`config.mk`:
```
export PLATFORM = sky130hd
export DESIGN_NAME = sysbus_arbiter
export DESIGN_NICKNAME = d
export VERILOG_FILES = /design/src/rtl/sysbus_arbiter.sv
export SDC_FILE = /design/constraint.sdc
export NUM_CORES = 1
export LEC_CHECK = 0
export ABC_AREA = 1
export BUFFER_PORTS_ARGS = -buffer_cell sky130_fd_sc_hd__buf_2
export CAP_MARGIN = 0
export CORE_AREA = 8 8 150 152
export DETAILED_ROUTE_END_ITERATION = 10
export DIE_AREA = 0 0 158 160
export PLACE_DENSITY_LB_ADDON = 0.25
export SYNTH_ARGS = -nofsm -noshare
export SYNTH_HDL_FRONTEND = slang
export SYNTH_SLANG_ARGS = --single-unit
```
`constraint.sdc`:
```
create_clock -name clk -period 2 [get_ports clk]
set_input_delay 0.3 -clock clk [delete_from_list [all_inputs] [get_ports clk]]
set_output_delay 0.3 -clock clk [all_outputs]
set_load 0.05 [all_outputs]
```
`src/rtl/sysbus_arbiter.sv`:
```
// Two-requester round-robin arbiter in front of a single Sysbus port.
// One transaction in flight: address phase, then write data or read response beats.
module sysbus_arbiter #(
    parameter int BEATS = 8,
    parameter int TAGW  = 13
) (
    input  logic            clk,
    input  logic            reset,
    input  logic [1:0]      m_reqcyc,
    input  logic [63:0]     m_req [2],
    input  logic [TAGW-1:0] m_reqtag [2],
    output logic [1:0]      m_reqack,
    output logic [1:0]      m_respcyc,
    output logic [63:0]     m_resp,
    output logic [TAGW-1:0] m_resptag,
    input  logic [1:0]      m_respack,
    output logic            bus_reqcyc,
    output logic [63:0]     bus_req,
    output logic [TAGW-1:0] bus_reqtag,
    input  logic            bus_reqack,
    input  logic            bus_respcyc,
    input  logic [63:0]     bus_resp,
    input  logic [TAGW-1:0] bus_resptag,
    output logic            bus_respack
);

    localparam int CW = $clog2(BEATS) + 1;
    localparam logic [CW-1:0] LAST_BEAT = CW'(BEATS - 1);

    typedef enum logic [1:0] {IDLE, REQ, WDATA, RESP} state_t;

    state_t        r_state;
    logic          r_grant;
    logic          r_lastGrant;
    logic [CW-1:0] r_beatCnt;

    logic w_fwdReq;
    logic w_fwdResp;
    logic w_reqBeat;
    logic w_respBeat;
    logic w_nextGrant;

    assign w_fwdReq    = (r_state == REQ) || (r_state == WDATA);
    assign w_fwdResp   = (r_state == RESP);
    assign w_reqBeat   = m_reqcyc[r_grant] & bus_reqack;
    assign w_respBeat  = bus_respcyc & m_respack[r_grant];
    // A lone requester wins outright; under contention the previous loser wins.
    assign w_nextGrant = (&m_reqcyc) ? ~r_lastGrant : m_reqcyc[1];

    always_comb begin
        bus_reqcyc  = 1'b0;
        bus_req     = '0;
        bus_reqtag  = '0;
        m_reqack    = 2'b00;
        m_respcyc   = 2'b00;
        m_resp      = '0;
        m_resptag   = '0;
        bus_respack = 1'b0;
        if (w_fwdReq) begin
            bus_reqcyc          = m_reqcyc[r_grant];
            bus_req             = m_req[r_grant];
            bus_reqtag          = m_reqtag[r_grant];
            m_reqack[r_grant]   = bus_reqack;
        end
        if (w_fwdResp) begin
            m_respcyc[r_grant]  = bus_respcyc;
            m_resp              = bus_resp;
            m_resptag           = bus_resptag;
            bus_respack         = m_respack[r_grant];
        end
    end

    always_ff @(posedge clk or negedge reset) begin
        if (!reset) begin
            r_state     <= IDLE;
            r_grant     <= 1'b0;
            r_lastGrant <= 1'b1;
            r_beatCnt   <= '0;
        end else begin
            unique case (r_state)
                IDLE: begin
                    r_beatCnt <= '0;
                    if (|m_reqcyc) begin
                        r_grant     <= w_nextGrant;
                        r_lastGrant <= w_nextGrant;
                        r_state     <= REQ;
                    end
                end
                REQ: begin
                    if (w_reqBeat) begin
                        r_beatCnt <= '0;
                        r_state   <= m_reqtag[r_grant][TAGW-1] ? RESP : WDATA;
                    end
                end
                WDATA: begin
                    if (w_reqBeat) begin
                        r_beatCnt <= r_beatCnt + 1'b1;
                        if (r_beatCnt == LAST_BEAT) r_state <= IDLE;
                    end
                end
                RESP: begin
                    if (w_respBeat) begin
                        r_beatCnt <= r_beatCnt + 1'b1;
                        if (r_beatCnt == LAST_BEAT) r_state <= IDLE;
                    end
                end
                default: r_state <= IDLE;
            endcase
        end
    end

endmodule

```
==> results of run 1 <==
-- sequential cells by signal, summed over array words and instances (netlist names) --
name	flops
r_lastGrant	1
r_grant	1
r_state	2
r_beatCnt	4
-- power by group through the flow --
stage	Sequential, mW	Clock [mW]	Combinational (mW)
floorplan	0.264	0	8.23
global placement	0.290	0	10.9
detailed placement	0.293	0	10.9
CTS	0.290	0.349	12.2
global route	0.299	0.357	14.7
finish	0.291	0.344	13.9
-- metrics by stage --
| step | setup WS (ps) | std cells | utilization [%] | total power, mW | cell area [sq um] |
|---|---|---|---|---|---|
| 6_report | -29.7 | 1176 | 29.3 | 14.6 | 5870 |
| 5_1_grt | -125 | 1176 | 29.3 | 15.4 | 5870 |
| 4_1_cts | -48.7 | 1161 | 26.8 | 12.8 | 5380 |
| 3_5_place_dp | 29.1 | 1155 | 24.7 | 11.2 | 4950 |
| 3_3_place_gp | 33.0 | 1155 | 24.7 | 11.2 | 4950 |
| 2_1_floorplan | -378 | 507 | - | 8.49 | 2560 |
-- worst max path at each step --
stage,from,end,slack (ps),cells past startpoint
floorplan,r_state[0]$_DFFE_PN0P_,m_reqack[0],-380,5
CTS,r_state[0]$_DFFE_PN0P_,bus_req[20],-50,6
global route,r_state[0]$_DFFE_PN0P_,bus_req[11],-120,7
detailed placement,r_state[0]$_DFFE_PN0P_,bus_req[20],30,6
global placement,r_state[1]$_DFFE_PN0P_,bus_req[20],30,6
finish,r_state[0]$_DFFE_PN0P_,bus_req[11],-30,7
-- per-layer routing --
metal	track usage [%]	up-vias
li1	-	2304
met1	12.2	1946
met2	22.5	251
met3	4.02	10
met4	2.23	2
met5	0	-
-- Yosys cell counts --
master / count
nor2_1: 156
nand2_1: 101
inv_1: 93
o21ai_0: 73
buf_2: 17
dfrtp_1: 7
clkbuf_1: 6
nand3_1: 6
o21ai_1: 6
ha_1: 5
buf_6: 4
clkbuf_2: 4
nand2_2: 4
nor3_1: 4
buf_4: 3
inv_2: 3
nand3_2: 2
nand4_1: 2
o21ai_2: 2
or2_2: 2
dfstp_2: 1
inv_6: 1
nand2_4: 1
nor2_4: 1
o211ai_1: 1
o21a_1: 1
xor2_1: 1
-- kinds of logic after synthesis --
family | share of synthesized area, %
xor+xnor | 0.369
compound gates | 18.0
flops | 8.49
simple gates | 46.7
buf+inv | 23.8
fa+ha+maj | 2.64
-- repair_timing --
item,in CTS,in global routing
cloned,1,8
gates resized for setup,105,91
endpoints found under the setup margin,72,81
pin swaps,1,19
hold buffers,1,0
buffers inserted,0,7
endpoints found under the hold margin,7,0
-- critical path, cell delays in order (launching register included) --
cell	delay (ps)
dfrtp_1	400
inv_2	70
ha_4	300
buf_12	140
clkbuf_16	150
o21ai_0	120
nor2_2	140
buf_6	170
-- area by class of cell --
cell class / count / area, sq um / area share, %
timing repair buffer: 429 / 3030 / 51.7
multi-input combinational: 368 / 1850 / 31.5
inverter: 97 / 369 / 6.29
tap: 270 / 338 / 5.76
sequential: 8 / 203 / 3.45
clock buffer: 4 / 78.8 / 1.34
==> flow_metrics.env, run 1 <==
export IMPL_drive_gt1_share_pct=58.9
export IMPL_pwr_share_clk_pct=2.4
export IMPL_switchingPower_mw=9.25
export IMPL_tns_ps=-101
export IMPL_wl_per_cell_um=15.7
export IMPL_htree_levels=1
export IMPL_overflow=0
export IMPL_combPwrFrac_pct=95.6
export IMPL_drv_cap=0
export IMPL_final_hold_viol_count=0
export IMPL_core_sq_um=20000
export IMPL_die_area_sq_um=25300
export IMPL_first_iter_violations=176
export IMPL_yosysSeqAreaShare_pct=8.49
export IMPL_netlist_area_sq_um=2370
export IMPL_initial_core_util_pct=11.8
export IMPL_drc=0
export IMPL_synthCells=507
export IMPL_power_density_nw_per_um2=2490
export IMPL_synth_seq_cells=8
export IMPL_post_dp_hpwl_um=14000
export IMPL_post_route_period_util_pct=101
export IMPL_hold_end="r_lastGrant$_DFFE_PN1P_"
export IMPL_synth_top_cell_area_share_pct=24.7
export IMPL_grt_usage_pct=11.8
export IMPL_syn_to_final_growth_pct=147
export IMPL_cp_end_kind="output pin"
export IMPL_outcome="complete, but fails checks"
export IMPL_internal_power_mw=5.33
export IMPL_worstReg2RegStart="r_state[0]$_DFFE_PN0P_"
export IMPL_highest_layer="met5"
export IMPL_die_h_um=160
export IMPL_synth_warnings=0
export IMPL_vias_per_cell=3.84
export IMPL_slew_violations=0
export IMPL_mostFrequentLayoutCells="buf_2, nand2_1, inv_1"
export IMPL_cts_reportedPaths_clkPinSlew_ps=40
export IMPL_holdCritPathClass="in -> reg"
export IMPL_required_ps=1700
export IMPL_leakage_nw=3.72
export IMPL_fin_crit_ps=2030
export IMPL_wl_met3_um=2160
export IMPL_avgSynthCellArea_sq_um=4.68
export IMPL_crit_path_start_kind="flop"
export IMPL_insertion_delay_ps=230
export IMPL_final_common_cell="buf_2"
export IMPL_worst_setup_path_type="reg -> out"
export IMPL_setup_viol=9
export IMPL_rows=52
export IMPL_n_fill_cell=2261
export IMPL_violations="negative setup slack"
export IMPL_vdd_ir_drop_max_v=0.00185
export IMPL_synth_cell_types=27
export IMPL_vias=4513
export IMPL_insertedDiodeCount=0
export IMPL_yosys_area_top_type="nor2_1"
export IMPL_place_gp_congestion=0.801
export IMPL_path_max_fanout=5
export IMPL_wl_met1_um=6640
export IMPL_max_freq_ghz=0.493
export IMPL_antenna_found_initial=1
export IMPL_setup_slack_ps=-29.7
export IMPL_clockBufferDepth=2
export IMPL_relSlewSlack_pct=78.3
export IMPL_met2_length_um=9440
export IMPL_cts_sinks=8
export IMPL_grt_pass1_wl_um=23900
export IMPL_grt_pass1_vias=4483
export IMPL_rrSetupSlack_ps=350
export IMPL_syn_num_nets=751
export IMPL_arrival_ps=1730
export IMPL_grt_max_degree=76
export IMPL_antenna_left=0
export IMPL_seq_power_share_pct=2.0
export IMPL_hold_depth=3
export IMPL_reg2reg_depth=11
export IMPL_finalWirelength_um=18500
export IMPL_cts_root_buf="clkbuf_16"
export IMPL_die_x_um=158
export IMPL_hp_start="m_reqcyc[0]"
export IMPL_reg2reg_to="r_state[0]$_DFFE_PN0P_"
export IMPL_cts_tree="built"
export IMPL_fin_hold_ws_ps=375
export IMPL_dr_pass1_iters=4
export IMPL_swShare_pct=63.5
export IMPL_io_buffers=398
export IMPL_finClkSkew_ps=1.05
export IMPL_synth_top_cells_by_area="nor2_1, nand2_1, o21ai_0"
export IMPL_io_pins=399
export IMPL_grt_setup_unrepaired="yes"
export IMPL_worstMarginPinSlew_ps=326
export IMPL_nNetsFinal=1151
export IMPL_cts_buffers=3
(Power assumes the default switching activity.)
==> inputs of run 2 (changes only) <==
Settings changed: BUFFER_PORTS_ARGS -buffer_cell sky130_fd_sc_hd__buf_2 to unset, CORE_AREA 8 8 150 152 to 8 8 149 151, DIE_AREA 0 0 158 160 to 0 0 157 159, DONT_BUFFER_PORTS set to 1.
==> flow_metrics.env, run 2 (synthesis results as in run 1) <==
export IMPL_outcome="complete, but fails checks"
export IMPL_violations="negative setup slack"
export IMPL_cp_end_kind="output pin"
export IMPL_reg_top3="r_beatCnt x4, r_state x2"
export IMPL_rows=52
export IMPL_crit_path_start_kind="flop"
export IMPL_required_ps=1700
export IMPL_wl_met3_um=2150
export IMPL_worst_setup_path_type="reg -> out"
export IMPL_path_max_fanout=9
export IMPL_arrival_ps=1720
export IMPL_fin_crit_ps=2020
export IMPL_die_h_um=159
export IMPL_setup_viol=6
export IMPL_vias_per_cell=4.02
export IMPL_post_dp_hpwl_um=14000
export IMPL_insertion_delay_ps=230
export IMPL_holdCritPathClass="in -> reg"
export IMPL_largest_register="r_beatCnt"
export IMPL_finalWirelength_um=18100
export IMPL_syn_to_final_growth_pct=155
export IMPL_cts_buffers=3
export IMPL_grt_max_degree=63
export IMPL_io_buffers=0
export IMPL_slew_violations=0
export IMPL_initial_core_util_pct=12.0
export IMPL_io_pins=399
export IMPL_drive_gt1_share_pct=42.9
export IMPL_grt_setup_unrepaired="yes"
export IMPL_largest_reg_flops=4
export IMPL_die_area_sq_um=25000
export IMPL_antenna_found_initial=3
export IMPL_worstMarginPinSlew_ps=467
export IMPL_clockBufferDepth=2
export IMPL_highest_layer="met4"
export IMPL_fin_hold_ws_ps=250
export IMPL_max_freq_ghz=0.495
export IMPL_setup_slack_ps=-20.4
export IMPL_cts_sinks=8
export IMPL_cts_reportedPaths_clkPinSlew_ps=40
export IMPL_overflow=0
export IMPL_post_route_period_util_pct=101
export IMPL_first_iter_violations=233
export IMPL_met2_length_um=9160
export IMPL_n_fill_cell=2124
export IMPL_wl_met1_um=6450
export IMPL_drc=0
export IMPL_relSlewSlack_pct=68.8
export IMPL_htree_levels=1
export IMPL_wl_per_cell_um=19.6
export IMPL_nNetsFinal=898
export IMPL_mostFrequentLayoutCells="buf_12, nand2_1, inv_1"
export IMPL_final_hold_viol_count=0
export IMPL_core_sq_um=19800
export IMPL_grt_pass1_wl_um=22400
export IMPL_multi_input_area_sq_um=1850
export IMPL_cts_root_buf="clkbuf_16"
export IMPL_grt_pass1_vias=3701
export IMPL_finClkSkew_ps=0.171
export IMPL_die_x_um=157
export IMPL_seq_area_sq_um=203
export IMPL_drv_cap=0
export IMPL_final_common_cell="buf_12"
export IMPL_dr_pass1_iters=4
export IMPL_vias=3717
export IMPL_cts_tree="built"
export IMPL_antenna_left=0
export IMPL_grt_usage_pct=11.7
export IMPL_place_gp_congestion=0.810
[run 2: changes by cell type in the layout (fill, tap and decap cells not counted), sizes merged]
cell / delta
diode: +2
buf: -240
clkbuf: -13
[run 2: final cells by class]
cell class / count / share of cell area (%)
repair buffers: 176 / 53.0
multi-input cells: 368 / 30.6
inverters: 97 / 6.11
well taps: 270 / 5.59
flip-flops and latches: 8 / 3.35
clock buffers: 4 / 1.30
diodes: 2 / 0.0828
[run 2: path summary, 6_finish.rpt]
kind	from	end	slack [ps]	cells past startpoint
max	r_state[0]$_DFFE_PN0P_	bus_reqtag[10]	-20	7
max in group asynchronous	reset	r_lastGrant$_DFFE_PN1P_	1230	1
min reg2reg	r_lastGrant$_DFFE_PN1P_	r_lastGrant$_DFFE_PN1P_	500	2
min	m_reqcyc[1]	r_lastGrant$_DFFE_PN1P_	250	2
min in group asynchronous	reset	r_beatCnt[0]$_DFFE_PN0P_	450	1
max reg2reg	r_state[0]$_DFFE_PN0P_	r_state[1]$_DFFE_PN0P_	510	10
[run 2: metrics by stage]
step	util, %	setup WS (ps)	TNS [ps]	instances	cell area (sq um)
after CTS	29.0	-21.3	-30.8	909	5750
final	30.5	-20.4	-60.3	925	6040
after detailed placement	28.2	139	0	903	5590
after global placement	28.2	161	0	903	5590
after global routing	30.4	-109	-3910	924	6040
after floorplan	-	-378	-757	507	2560
[run 2: critical path, stage by stage, from the launching register on]
cell and delay (ps):
dfrtp_1 350, inv_2 60, ha_4 320, buf_12 150
buf_6 160, o21ai_1 90, nor2_2 180, buf_12 170
[run 2: what timing repair did]
action | 4_1_cts | 5_1_grt
hold buffers | 1 | 0
pin swaps | 0 | 28
gates cloned | 1 | 10
resized for setup | 9 | 33
setup endpoints to repair | 78 | 79
hold endpoints to repair | 8 | 0
setup buffers | 0 | 4
[run 2: per-layer routing]
metal,vias up,track usage (%)
li1,1795,-
met1,1644,11.3
met2,260,22.6
met3,18,4.70
met4,0,2.67
met5,-,0
Power of run 2 is not shown: default switching activity piles up to over one toggle a cycle in this logic, so the estimate is an artifact.
==> inputs of run 3 (changes only) <==
Settings changed: RECOVER_POWER set to 25.
==> flow_metrics.env, run 3 (synthesis results as in run 1) <==
export IMPL_outcome="complete, but fails checks"
export IMPL_violations="negative setup slack"
export IMPL_cts_tree="built"
export IMPL_relSlewSlack_pct=68.8
export IMPL_nNetsFinal=898
export IMPL_vias=3714
export IMPL_crit_chain="inv_2 > ha_4 > buf_12 > buf_6 > o21ai_1 > nor2_2 > buf_12"
export IMPL_drc=0
export IMPL_finClkSkew_ps=0.209
export IMPL_fin_cells=925
export IMPL_antenna_left=0
export IMPL_holdCritPathClass="in -> reg"
export IMPL_antenna_found_initial=3
export IMPL_cp_common_cell="buf_12"
export IMPL_startpoint="r_state[0]$_DFFE_PN0P_"
export IMPL_setup_viol=6
export IMPL_die_area_sq_um=25000
export IMPL_first_iter_violations=231
export IMPL_hp_start="m_reqcyc[1]"
export IMPL_tns_ps=-65.9
export IMPL_fin_crit_ps=2020
export IMPL_finalWirelength_um=18200
export IMPL_cts_root_buf="clkbuf_16"
export IMPL_cts_sinks=8
export IMPL_grt_max_degree=63
export IMPL_required_ps=1700
export IMPL_grt_pass1_vias=3701
export IMPL_largest_register="r_beatCnt"
export IMPL_post_route_period_util_pct=101
export IMPL_reg2reg_to="r_state[1]$_DFFE_PN0P_"
export IMPL_final_hold_viol_count=0
export IMPL_cp_end_kind="output pin"
export IMPL_setup_slack_ps=-19.6
export IMPL_overflow=0
export IMPL_slew_violations=0
export IMPL_die_x_um=157
export IMPL_insertion_delay_ps=230
export IMPL_dr_pass1_iters=4
export IMPL_largest_reg_flops=4
export IMPL_worst_setup_path_type="reg -> out"
export IMPL_io_buffers=0
export IMPL_grt_usage_pct=11.7
export IMPL_clockBufferDepth=2
export IMPL_worstReg2RegStart="r_state[0]$_DFFE_PN0P_"
export IMPL_initial_core_util_pct=12.0
export IMPL_path_max_fanout=9
export IMPL_grt_pass1_wl_um=22400
export IMPL_rows=52
export IMPL_mostFrequentLayoutCells="buf_12, nand2_1, inv_1"
export IMPL_cts_reportedPaths_clkPinSlew_ps=40
export IMPL_n_fill_cell=2134
export IMPL_hold_end="r_lastGrant$_DFFE_PN1P_"
export IMPL_cts_buffers=3
export IMPL_slowest_delay_ps=350
export IMPL_max_freq_ghz=0.495
export IMPL_dp_cells=903
export IMPL_drv_cap=0
export IMPL_rrSetupSlack_ps=370
export IMPL_htree_levels=1
export IMPL_drive_gt1_share_pct=42.4
export IMPL_io_pins=399
export IMPL_slowest_stage="dfrtp_1"
export IMPL_place_gp_congestion=0.810
export IMPL_reg2reg_depth=10
export IMPL_arrival_ps=1720
export IMPL_fin_hold_ws_ps=249
export IMPL_wl_per_cell_um=19.6
export IMPL_reg_top3="r_beatCnt x4, r_state x2"
export IMPL_core_sq_um=19800
export IMPL_syn_to_final_growth_pct=153
export IMPL_final_common_cell="buf_12"
export IMPL_post_dp_hpwl_um=14000
export IMPL_worstMarginPinSlew_ps=467
export IMPL_vias_per_cell=4.02
export IMPL_crit_path_start_kind="flop"
export IMPL_grt_setup_unrepaired="yes"
export IMPL_hold_depth=2
export IMPL_die_h_um=159
run 3: timing repair:
item / in CTS / in global routing
gates resized for setup: 9 / 33
setup buffers: 0 / 4
endpoints found under the hold margin: 8 / 0
endpoints found under the setup margin: 78 / 79
cloned: 1 / 10
pin swaps: 0 / 28
hold buffers: 1 / 0
run 3: critical path: cells and delay by family (launching register included):
family / cells / cell delay [ps]
buf+inv: 4 / 540
flops: 1 / 350
fa+ha+maj: 1 / 320
simple gates: 1 / 180
compound gates: 1 / 90
run 3: area by class of cell:
class,instances,area [sq um],area share [%]
Sequential cell,8,203,3.38
Antenna cell,2,5.00,0.0834
Clock buffer,4,78.8,1.31
Tap cell,270,338,5.63
Timing Repair Buffer,176,3180,53.0
Inverter,97,369,6.15
Multi-Input combinational cell,368,1830,30.5
run 3: worst max-delay path by stage:
stage | slack, ps | to | cells after the start
floorplan | -380 | m_reqack[0] | 5
global placement | 160 | bus_reqcyc | 6
detailed placement | 140 | bus_reqcyc | 6
CTS | -20 | m_reqack[1] | 6
global route | -110 | bus_req[56] | 7
finish | -20 | bus_reqtag[10] | 7
run 3: per-layer routing:
| metal | vias up | wire (um) | track usage (%) |
|---|---|---|---|
| met5 | - | 0 | 0 |
| met4 | 0 | 374 | 2.67 |
| met3 | 18 | 2110 | 4.70 |
| met2 | 259 | 9160 | 22.6 |
| met1 | 1642 | 6500 | 11.3 |
| li1 | 1795 | - | - |
run 3: through the flow:
step	instance area (sq um)	utilization (%)	setup slack [ps]
after floorplan	2560	-	-378
after detailed placement	5590	28.2	139
final	6000	30.2	-19.6
after CTS	5750	29.0	-21.3
after global routing	6000	30.2	-109
after global placement	5590	28.2	161
Power of run 3 is left out for the same reason.
